<file path="config.mk">
export PLATFORM = sky130hd
export DESIGN_NAME = hh_spike_detector
export DESIGN_NICKNAME = d
export VERILOG_FILES = /design/src/rtl/hh_pkg.sv /design/src/rtl/hh_spike_detector.sv
export SDC_FILE = /design/constraint.sdc
export NUM_CORES = 1
export LEC_CHECK = 0
export CAP_MARGIN = 20
export CORE_MARGIN = 10
export CORE_UTILIZATION = 32
export DETAILED_ROUTE_END_ITERATION = 8
export GPL_TIMING_DRIVEN = 0
export PLACE_DENSITY = 0.6
export SYNTH_ARGS = -nofsm -noshare
export SYNTH_HDL_FRONTEND = slang
export SYNTH_SLANG_ARGS = --single-unit
</file>
<file path="constraint.sdc">
create_clock -name clk -period 14.23 [get_ports clk]
set_input_delay 2.846 -clock clk [delete_from_list [all_inputs] [get_ports clk]]
set_output_delay 2.846 -clock clk [all_outputs]
set_load 0.005 [all_outputs]
</file>
<file path="src/rtl/hh_pkg.sv">
// Shared definitions for the Hodgkin-Huxley spike pipeline: sample format,
// detector state encoding and a saturating counter helper.
package hh_pkg;

    localparam int SAMPLE_W = 22;
    localparam int FRAC     = 12;
    localparam int ONE      = 4096;

    typedef enum logic [1:0] {
        ST_ARMED  = 2'd0,
        ST_ABOVE  = 2'd1,
        ST_REFRAC = 2'd2
    } hh_state_e;

    // Counters narrower than 32 bits are widened by the caller and truncated back.
    function automatic logic [31:0] sat_inc(input logic [31:0] val, input logic [31:0] max_val);
        return (val >= max_val) ? max_val : val + 32'd1;
    endfunction

endpackage

</file>
<file path="src/rtl/hh_spike_detector.sv">
// Threshold/hysteresis spike detector with refractory window, running spike
// count and inter-spike interval, one registered cycle behind the sample.
module hh_spike_detector
    import hh_pkg::*;
#(
    parameter int W      = SAMPLE_W,
    parameter int CNT_W  = 16,
    parameter int REFRAC = 3
) (
    input  logic                clk,
    input  logic                reset,
    input  logic                v_valid,
    input  logic signed [W-1:0] v_in,
    input  logic signed [W-1:0] v_thresh,
    input  logic        [W-1:0] v_hyst,
    input  logic                clear,
    output logic                spike,
    output logic [CNT_W-1:0]    spike_count,
    output logic [CNT_W-1:0]    isi,
    output logic                isi_valid,
    output logic                refractory
);

    localparam int          RW      = (REFRAC > 1) ? $clog2(REFRAC + 1) : 1;
    localparam logic [31:0] CNT_MAX = (32'd1 << CNT_W) - 32'd1;

    hh_state_e              state;
    logic [CNT_W-1:0]       since_cnt;
    logic                   seen_first;
    logic [RW-1:0]          ref_cnt;

    logic signed [W+1:0]    rearm_lvl;
    logic signed [W+1:0]    v_ext;
    logic                   at_thresh;
    logic                   below_rearm;

    // Two guard bits: threshold minus a full-range unsigned hysteresis can never wrap.
    assign rearm_lvl   = $signed({{2{v_thresh[W-1]}}, v_thresh}) - $signed({2'b00, v_hyst});
    assign v_ext       = $signed({{2{v_in[W-1]}}, v_in});
    assign at_thresh   = (v_in >= v_thresh);
    assign below_rearm = (v_ext < rearm_lvl);

    assign refractory  = (state != ST_ARMED);

    always_ff @(posedge clk) begin
        if (reset || clear) begin
            state       <= ST_ARMED;
            since_cnt   <= '0;
            seen_first  <= 1'b0;
            ref_cnt     <= '0;
            spike       <= 1'b0;
            spike_count <= '0;
            isi         <= '0;
            isi_valid   <= 1'b0;
        end else begin
            spike     <= 1'b0;
            isi_valid <= 1'b0;
            if (v_valid) begin
                since_cnt <= CNT_W'(sat_inc(32'(since_cnt), CNT_MAX));
                case (state)
                    ST_ARMED: begin
                        if (at_thresh) begin
                            state       <= ST_ABOVE;
                            spike       <= 1'b1;
                            spike_count <= CNT_W'(sat_inc(32'(spike_count), CNT_MAX));
                            since_cnt   <= CNT_W'(1);
                            seen_first  <= 1'b1;
                            if (seen_first) begin
                                isi       <= since_cnt;
                                isi_valid <= 1'b1;
                            end
                        end
                    end
                    ST_ABOVE: begin
                        if (below_rearm) begin
                            if (REFRAC == 0) begin
                                state <= ST_ARMED;
                            end else begin
                                state   <= ST_REFRAC;
                                ref_cnt <= RW'(REFRAC);
                            end
                        end
                    end
                    ST_REFRAC: begin
                        ref_cnt <= ref_cnt - RW'(1);
                        if (ref_cnt == RW'(1)) begin
                            state <= ST_ARMED;
                        end
                    end
                    default: state <= ST_ARMED;
                endcase
            end
        end
    end

endmodule
</file>
==> summary.txt <==
Min path
  • Hold endpoint: isi[11]
  • Number of instances on the worst hold path: 2
  • Launch instance of the worst min-delay path: isi[11]
  • HP Class: reg -> reg

Timing
  • Count of final max-slew check failures: 0
  • Time the worst path needs with I/O delays and setup: approximately 7.4 ns
  • Final Cycle Share: between 50% and 60%
  • Maximum clock rate: ~130 MHz
  • Fin. Hold Viols: 0
  • Post-Route Skew: 0.006988 ns
  • Unrepaired setup endpoints after global routing: false
  • Slew at the pin closest to its max-slew limit: 0.6815 ns
  • Sum of negative setup slack: 0 ns
  • Hold WS: 0.4618 ns
  • Relative max-transition margin: between 50% and 60%
  • Setup-failing EPs final: 0

Layout
  • Count of filler cells inserted in the layout: around 1.5k
  • Number of nets at the end of the flow: between 800 and 900
  • Number of diodes added for antenna fixing: 0
  • Area added between synthesis and finish: 30.05%
  • Proportion of layout cells with a drive suffix above 1: 4.816%

Logic synthesis
  • Count of synthesis-stage warnings from yosys: 0
  • FFs w/ async S/R, synth: 0%
  • Dominant register cell in the synthesized netlist: sky130_fd_sc_hd__dfxtp_1
  • Number of nets in the synthesized netlist: roughly 740
  • Number of synthesized register bits: 55
  • EDFF count, synth: 0
  • Distinct cell type count after synthesis: 64
  • Cells after Synth: roughly 600
  • Post-synthesis instance area: between 0.004 and 0.005 mm^2
  • Register area share after synthesis: 23.59%
  • Average size of a mapped cell: between 7 and 8 um^2

Clocking
  • CTS hold repair buffers: 0
  • Setup Buffers After CTS: 0
  • Number of H-tree branching levels: 2
  • TritonCTS Buffers: 5
  • Root buffer cell: sky130_fd_sc_hd__clkbuf_16
  • Source-to-sink clock delay at the later pin of the worst-skew pair: between 0.2 and 0.3 ns
  • Worst-case clock buffer depth: 2
  • CTS resizes: 0
  • Clock-pin slew on the worst setup and hold paths: around 0.07 ns
  • Clock tree from TritonCTS: built
  • CTS sink count: 55

Power and ir drop
  • Leak: roughly 2.6 nW
  • Cell area power density: roughly 70 mW/mm^2
  • Internal portion of total power: approximately 0.29 mW
  • Peak ir drop on the vdd network: 0.00005044 V
  • Net switching power: approximately 0.13 mW
  • Share of total power in combinational logic: a little over a third
  • Register share of total power: 36.9%
  • Fraction of power spent switching nets: 31.32%
  • Share of total power in the clock network: around 28%

Critical path
  • Capturing element type of the critical path: register
  • Required time reported for the critical path endpoint: approximately 14 ns
  • FF-to-FF path depth: 9
  • Crit path max fanout: 4
  • Critical register-to-register path startpoint: since_cnt[0]
  • R2R Path End: since_cnt[2]
  • Endpoint arrival time on the critical path: 7.59 ns
  • Setup slack of the worst register-to-register path: roughly 12 ns
  • Crit Path Class: in -> reg
  • Type of origin of the critical path: primary input

Placement
  • # port buffers: between 100 and 150
  • Post-detailed-placement half-perimeter wirelength: between 10000 and 15000 um
  • Routability Congestion: 0.8881

Routing
  • Average via count per standard cell: between 5 and 6
  • Number of detailed-routing iterations run before antenna repair: 6
  • Overall via count from detail_route: between 4k and 5k
  • Antenna Nets Post-Route: 0
  • Routed length per instance: 15.65 um
  • First DRT Iteration DRCs: around 230
  • DRC violation count after routing: 0
  • Detailed Route WL: between 10000 and 15000 um

Global route
  • Met3 layer usage reported by global route: under 10%
  • Gr busiest metal: met2
  • First-pass GRT wire length: 23260 um
  • Number of antenna violations at the first check in global routing: 0
  • Global Route met1 Usage: between 10% and 20%
  • Total routing resource utilization after global routing: 13.58%
  • Via count of the first global-routing pass: approximately 4.7k
  • Remaining Overflow, GRT: 0
  • GR Layer Usage met2: between 20% and 30%
  • Pin count of the biggest net entering global routing: 17

Flow run
  • Max-Cap Viols: 0

Die
  • Cell Rows: 44
  • Die Area: between 0.015 and 0.02 mm^2
  • Starting Density: between 30% and 40%
  • Core Region: between 0.01 and 0.015 mm^2
  • Chip Height: roughly 140 um
  • Boundary pin count: about 110
  • Die X-Extent: about 140 um

Run status
  • Result of the run: finished clean
==> critical path, cell delays in order <==
cell and delay (ns):
sky130_fd_sc_hd__clkdlybuf4s50_1 0.56, sky130_fd_sc_hd__ha_1 0.25, sky130_fd_sc_hd__nor2b_1 0.12, sky130_fd_sc_hd__o21ai_0 0.22, sky130_fd_sc_hd__a21oi_1 0.17, sky130_fd_sc_hd__nor2b_1 0.30, sky130_fd_sc_hd__o221ai_1 0.20, sky130_fd_sc_hd__a221o_1 0.44
sky130_fd_sc_hd__a2111oi_2 0.32, sky130_fd_sc_hd__o21ai_1 0.17, sky130_fd_sc_hd__xnor2_1 0.21, sky130_fd_sc_hd__ha_1 0.28, sky130_fd_sc_hd__a21o_1 0.18, sky130_fd_sc_hd__a21o_1 0.16, sky130_fd_sc_hd__a21oi_1 0.19, sky130_fd_sc_hd__o211ai_1 0.13
sky130_fd_sc_hd__a31oi_1 0.21, sky130_fd_sc_hd__xor2_1 0.22, sky130_fd_sc_hd__nor2b_1 0.11, sky130_fd_sc_hd__o31a_1 0.28
==> flip-flops by register name, summed over array words and instances, names as in the netlist <==
signal	count
spike_count	16
isi_valid	1
isi	16
spike	1
seen_first	1
state	2
since_cnt	16
ref_cnt	2
==> logic make-up (layout without fill, tap and decap cells) <==
logic type                 Yosys count  in the layout  synth area share, %
and+or+nand+nor                    191            191                21.23
AOI/OAI and AO/OA                  180            180                25.28
buffers and inverters               75            186                6.272
adders and majority gates           72             72                19.46
DFF                                 55             55                23.59
xor gates and xnor gates            20             20                3.752
muxes                                2              2               0.4289
==> final cells by class <==
class / instances / area (um^2) / share of cell area, %
plain buffers: 23 / 97.59 / 1.608
multi-input cells: 465 / 3274 / 53.94
repair buffers: 103 / 1031 / 16.98
inverters: 52 / 195.2 / 3.215
well taps: 184 / 230.2 / 3.792
clock inverters: 2 / 12.51 / 0.2061
flip-flops and latches: 55 / 1101 / 18.14
clock buffers: 6 / 128.9 / 2.123
==> cell usage after synthesis (2+ instances only) <==
cell	n	share of area (%)
sky130_fd_sc_hd__xnor2_1	10	1.9
sky130_fd_sc_hd__dfxtp_1	55	24
sky130_fd_sc_hd__a21o_1	26	4.2
sky130_fd_sc_hd__a41oi_1	3	0.56
sky130_fd_sc_hd__a311oi_1	2	0.38
sky130_fd_sc_hd__nand2_1	43	3.5
sky130_fd_sc_hd__o211ai_1	5	0.80
sky130_fd_sc_hd__o21ai_0	25	2.7
sky130_fd_sc_hd__clkbuf_1	15	1.2
sky130_fd_sc_hd__nor3_1	14	1.5
sky130_fd_sc_hd__buf_2	6	0.64
sky130_fd_sc_hd__nor2_1	36	2.9
sky130_fd_sc_hd__mux2i_1	2	0.43
sky130_fd_sc_hd__nand2b_1	3	0.40
sky130_fd_sc_hd__o31a_1	2	0.38
sky130_fd_sc_hd__inv_1	52	4.2
sky130_fd_sc_hd__xor2_1	10	1.9
sky130_fd_sc_hd__and3_4	4	0.96
sky130_fd_sc_hd__o21bai_1	3	0.48
sky130_fd_sc_hd__and2_1	3	0.40
sky130_fd_sc_hd__nor4_1	3	0.40
sky130_fd_sc_hd__o21a_1	12	1.9
sky130_fd_sc_hd__o31ai_1	4	0.64
sky130_fd_sc_hd__ha_1	71	19
sky130_fd_sc_hd__nand3_1	30	3.2
sky130_fd_sc_hd__nand4_1	15	2.0
sky130_fd_sc_hd__a221oi_1	2	0.38
sky130_fd_sc_hd__a211oi_1	12	1.9
sky130_fd_sc_hd__a31oi_1	13	1.7
sky130_fd_sc_hd__a21oi_1	54	5.8
sky130_fd_sc_hd__and3_1	13	1.7
sky130_fd_sc_hd__or3_1	4	0.54
sky130_fd_sc_hd__nor2b_1	8	1.1
sky130_fd_sc_hd__o21ai_1	2	0.21
sky130_fd_sc_hd__or2_2	4	0.54
==> power by group through the flow <==
stage	sequential [mW]	clock, mW	combinational, mW
after detailed placement	0.160	0	0.147
after global routing	0.156	0.128	0.169
after global placement	0.159	0	0.145
after CTS	0.156	0.122	0.149
final	0.156	0.119	0.148
after floorplan	0.159	0	0.0973
==> worst max path at each step <==
stage | start | to | slack [ns] | cells after the start
3_3_place_gp | v_hyst[3] | ref_cnt[0] | 6.63 | 20
3_5_place_dp | v_thresh[1] | ref_cnt[0] | 6.54 | 20
4_1_cts | v_thresh[1] | ref_cnt[0] | 6.81 | 20
6_report | v_thresh[1] | ref_cnt[0] | 6.82 | 20
5_1_grt | v_thresh[1] | ref_cnt[0] | 6.43 | 20
2_1_floorplan | v_hyst[1] | ref_cnt[0] | 7.78 | 20
==> layout by cell type, fill, tap and decap left out, drive strengths merged, types with 14 or more instances in the layout <==
cell,instances
a21oi,54
dfxtp,55
nand3,31
nand2,43
nor2,36
clkdlybuf4s50,103
inv,52
ha,71
a31oi,14
nand4,15
o21ai,28
clkbuf,21
and3,17
a21o,27
nor3,15
==> per-layer routing <==
layer	up-vias	share of wire, %
met2	127	49
met1	2170	45
met3	10	4.7
met5	-	0
li1	2385	-
met4	0	1.1
==> through the flow <==
stage               area, um^2  total power [mW]  std cells  util [%]  setup slack (ns)
floorplan                 4668            0.2566        595         -             7.779
global placement          5929            0.3042        882     41.11             6.635
detailed placement        5929            0.3070        882     41.11             6.537
CTS                       6071            0.4267        890     42.09             6.815
global route              6071            0.4533        890     42.09             6.430
finish                    6071            0.4228        890     42.09             6.822
(Power assumes the default switching activity.)
==> edit, RTL diff (config.mk and constraints unchanged) <==
The package constant `SAMPLE_W` goes from 22 to 44.
--- a/src/rtl/hh_pkg.sv
+++ b/src/rtl/hh_pkg.sv
@@ -2,7 +2,7 @@
 // detector state encoding and a saturating counter helper.
 package hh_pkg;
 
-    localparam int SAMPLE_W = 22;
+    localparam int SAMPLE_W = 44;
     localparam int FRAC     = 12;
     localparam int ONE      = 4096;
 
Interface: changed (resized v_hyst, v_in and v_thresh); port bits go from 105 to 171. No check against the original RTL was run, so the function may have changed too.
==> edit against the original RTL <==
Design area increased by 53%. Sequential cell count did not move. Wire length is 57% higher. Count of clock-buffer cells in the layout stayed put. Via count is 55% higher. Synthesized area up 51%. Worst hold slack lost 0.0082 ns. Global-route usage grew 1.2 points. Setup slack worse by 0.41 ns. Power grew 38%. Combinational power is 93% higher. Register-to-register slack improved by 0.04 ns. Clock skew is 0.0025 ns lower. First-iteration DRC count increased by 32%. Largest cell class unchanged.
==> edit: results (changes against the original RTL) <==
Placed design
  • Inst Count DP: 1390 (+58%)
  • Placed cell areas: 9120 µm² (+54%)
  • Final HPWL DP: 18.8 mm (+66%)
  • GPL Wtd Cong: 0.918 (+3.3%)
  • Dpl ws: 6.05 ns (-0.486 ns)
  • Port Buf Inserts: 170 (+65%)

Yosys
  • Mapped Cells: 940 (+58%)
  • Yosys cell types: 62 (-3.1%)
  • Syn_nets: 1218 (+65%)
  • Largest cells by area after synthesis: ha_1 (25%), dfxtp_1 (16%), a21oi_1 (7.5%), a21o_1 (6.5%), inv_1 (5.4%)
  • Post-synth top cells: ha_1 (141), a21oi_1 (106), inv_1 (101), nand2_1 (88), a21o_1 (61)
  • Sequential fraction of the synthesis area: 15.6% (-8.0 points)

STA
  • Hold_ws: 0.454 ns (-0.00816 ns)
  • Fin crit period: 7.81 ns (+0.405 ns)
  • Setup Skew: 0.00444 ns (-0.00255 ns)
  • Headroom to the max-slew limit: 48.8% (-5.8 points)

Setup path
  • Reg2reg start: state[0]
  • Arrival @ worst endpoint: 7.97 ns (+0.38 ns)
  • Setup slack, reg-to-reg: 11.76 ns (+0.04 ns)
  • Crit path launch: v_hyst[2]
  • Reg2Reg Capture Point: isi[14]
  • Worst-path maximum fanout: 5 (+1)
  • Crit path to: ref_cnt[1]

Layout
  • Fraction of area in registers: 11.8% (-6.3 points)
  • NonClk Buf Share: 19.3% (+0.68 points)
  • N_diodes: 4 (+4)
  • #MultiIn Comb: 760 (+63%)
  • Filler cell count: 2271 (+54%)
  • Inverters: 101 (+94%)
  • Layout cells sized above 1: 2.33% (-2.5 points)

Run status
  • Status: finished clean

Die
  • Die area: 28400 µm² (+44%)

Power and ir drop
  • Peak supply drop: 0.0433 mV (-14%)
  • Leakage: 0.00429 µW (+67%)

Route
  • DRT iter0 DRCs: 305 (+32%)
  • Initial DRT Pass Iterations: 5 (-1)
  • Drt via density: 5.18 (-1.8%)

Global route
  • Vias in the first global route: 7203 (+53%)
  • First-pass GRT wire length: 35.8 mm (+54%)
[edit: cell count changes after synthesis, moves of 17 or more]
cell     unedited run  this run
a21oi_1            54       106
nand4_1            15        32
a21o_1             26        61
nand2_1            43        88
nor2_1             36        55
ha_1               71       141
inv_1              52       101
[edit: worst min-delay path by stage]
stage / end / startpoint / cells after the start
finish: isi[1] / isi[1] / 2
global route: isi[1] / isi[1] / 2
CTS: isi[9] / isi[9] / 2
detailed placement: isi[1] / isi[1] / 2
global placement: isi[9] / isi[9] / 2
floorplan: isi[10] / since_cnt[10] / 2
[edit: cell families after synthesis]
kind of cell	Yosys count	share of synthesized area, %
AO/OA/AOI/OAI	297	27.8
AND/OR/NAND/NOR	275	19.0
adder cells (fa/ha/maj)	142	25.2
buffers and inverters	125	6.65
flip-flops	55	15.6
XOR/XNOR	43	5.33
multiplexers	3	0.425
[edit: critical path, cell delays in order]
cell and delay, ns:
clkdlybuf4s50_1 0.51, inv_1 0.06, ha_1 0.34, o21ai_1 0.13
a2111oi_4 0.42, nor3_1 0.16, o41ai_2 0.50, nand3_2 0.17
a311oi_4 0.38, a211oi_1 0.18, o31ai_2 0.34, a31oi_1 0.15
xor2_1 0.16, ha_1 0.30, a21o_1 0.19, a21o_1 0.17
a21oi_1 0.14, o21ai_0 0.11, xnor2_1 0.14, nand2_1 0.10
nand4_1 0.16, nor3b_1 0.24, a211oi_1 0.07
[edit: metal layers]
metal | GRT usage, % | routed length [µm] | vias up
met3 | 3.17 | 1240 | 22
met4 | 2.46 | 272 | 0
li1 | - | - | 3786
met2 | 24.6 | 9850 | 172
met1 | 19.4 | 10600 | 3278
met5 | 0 | 0 | -
[edit: power by group]
group	internal, µW	switching [µW]
sequential	155	1.02
combinational	138	148
clock	87.6	55.3
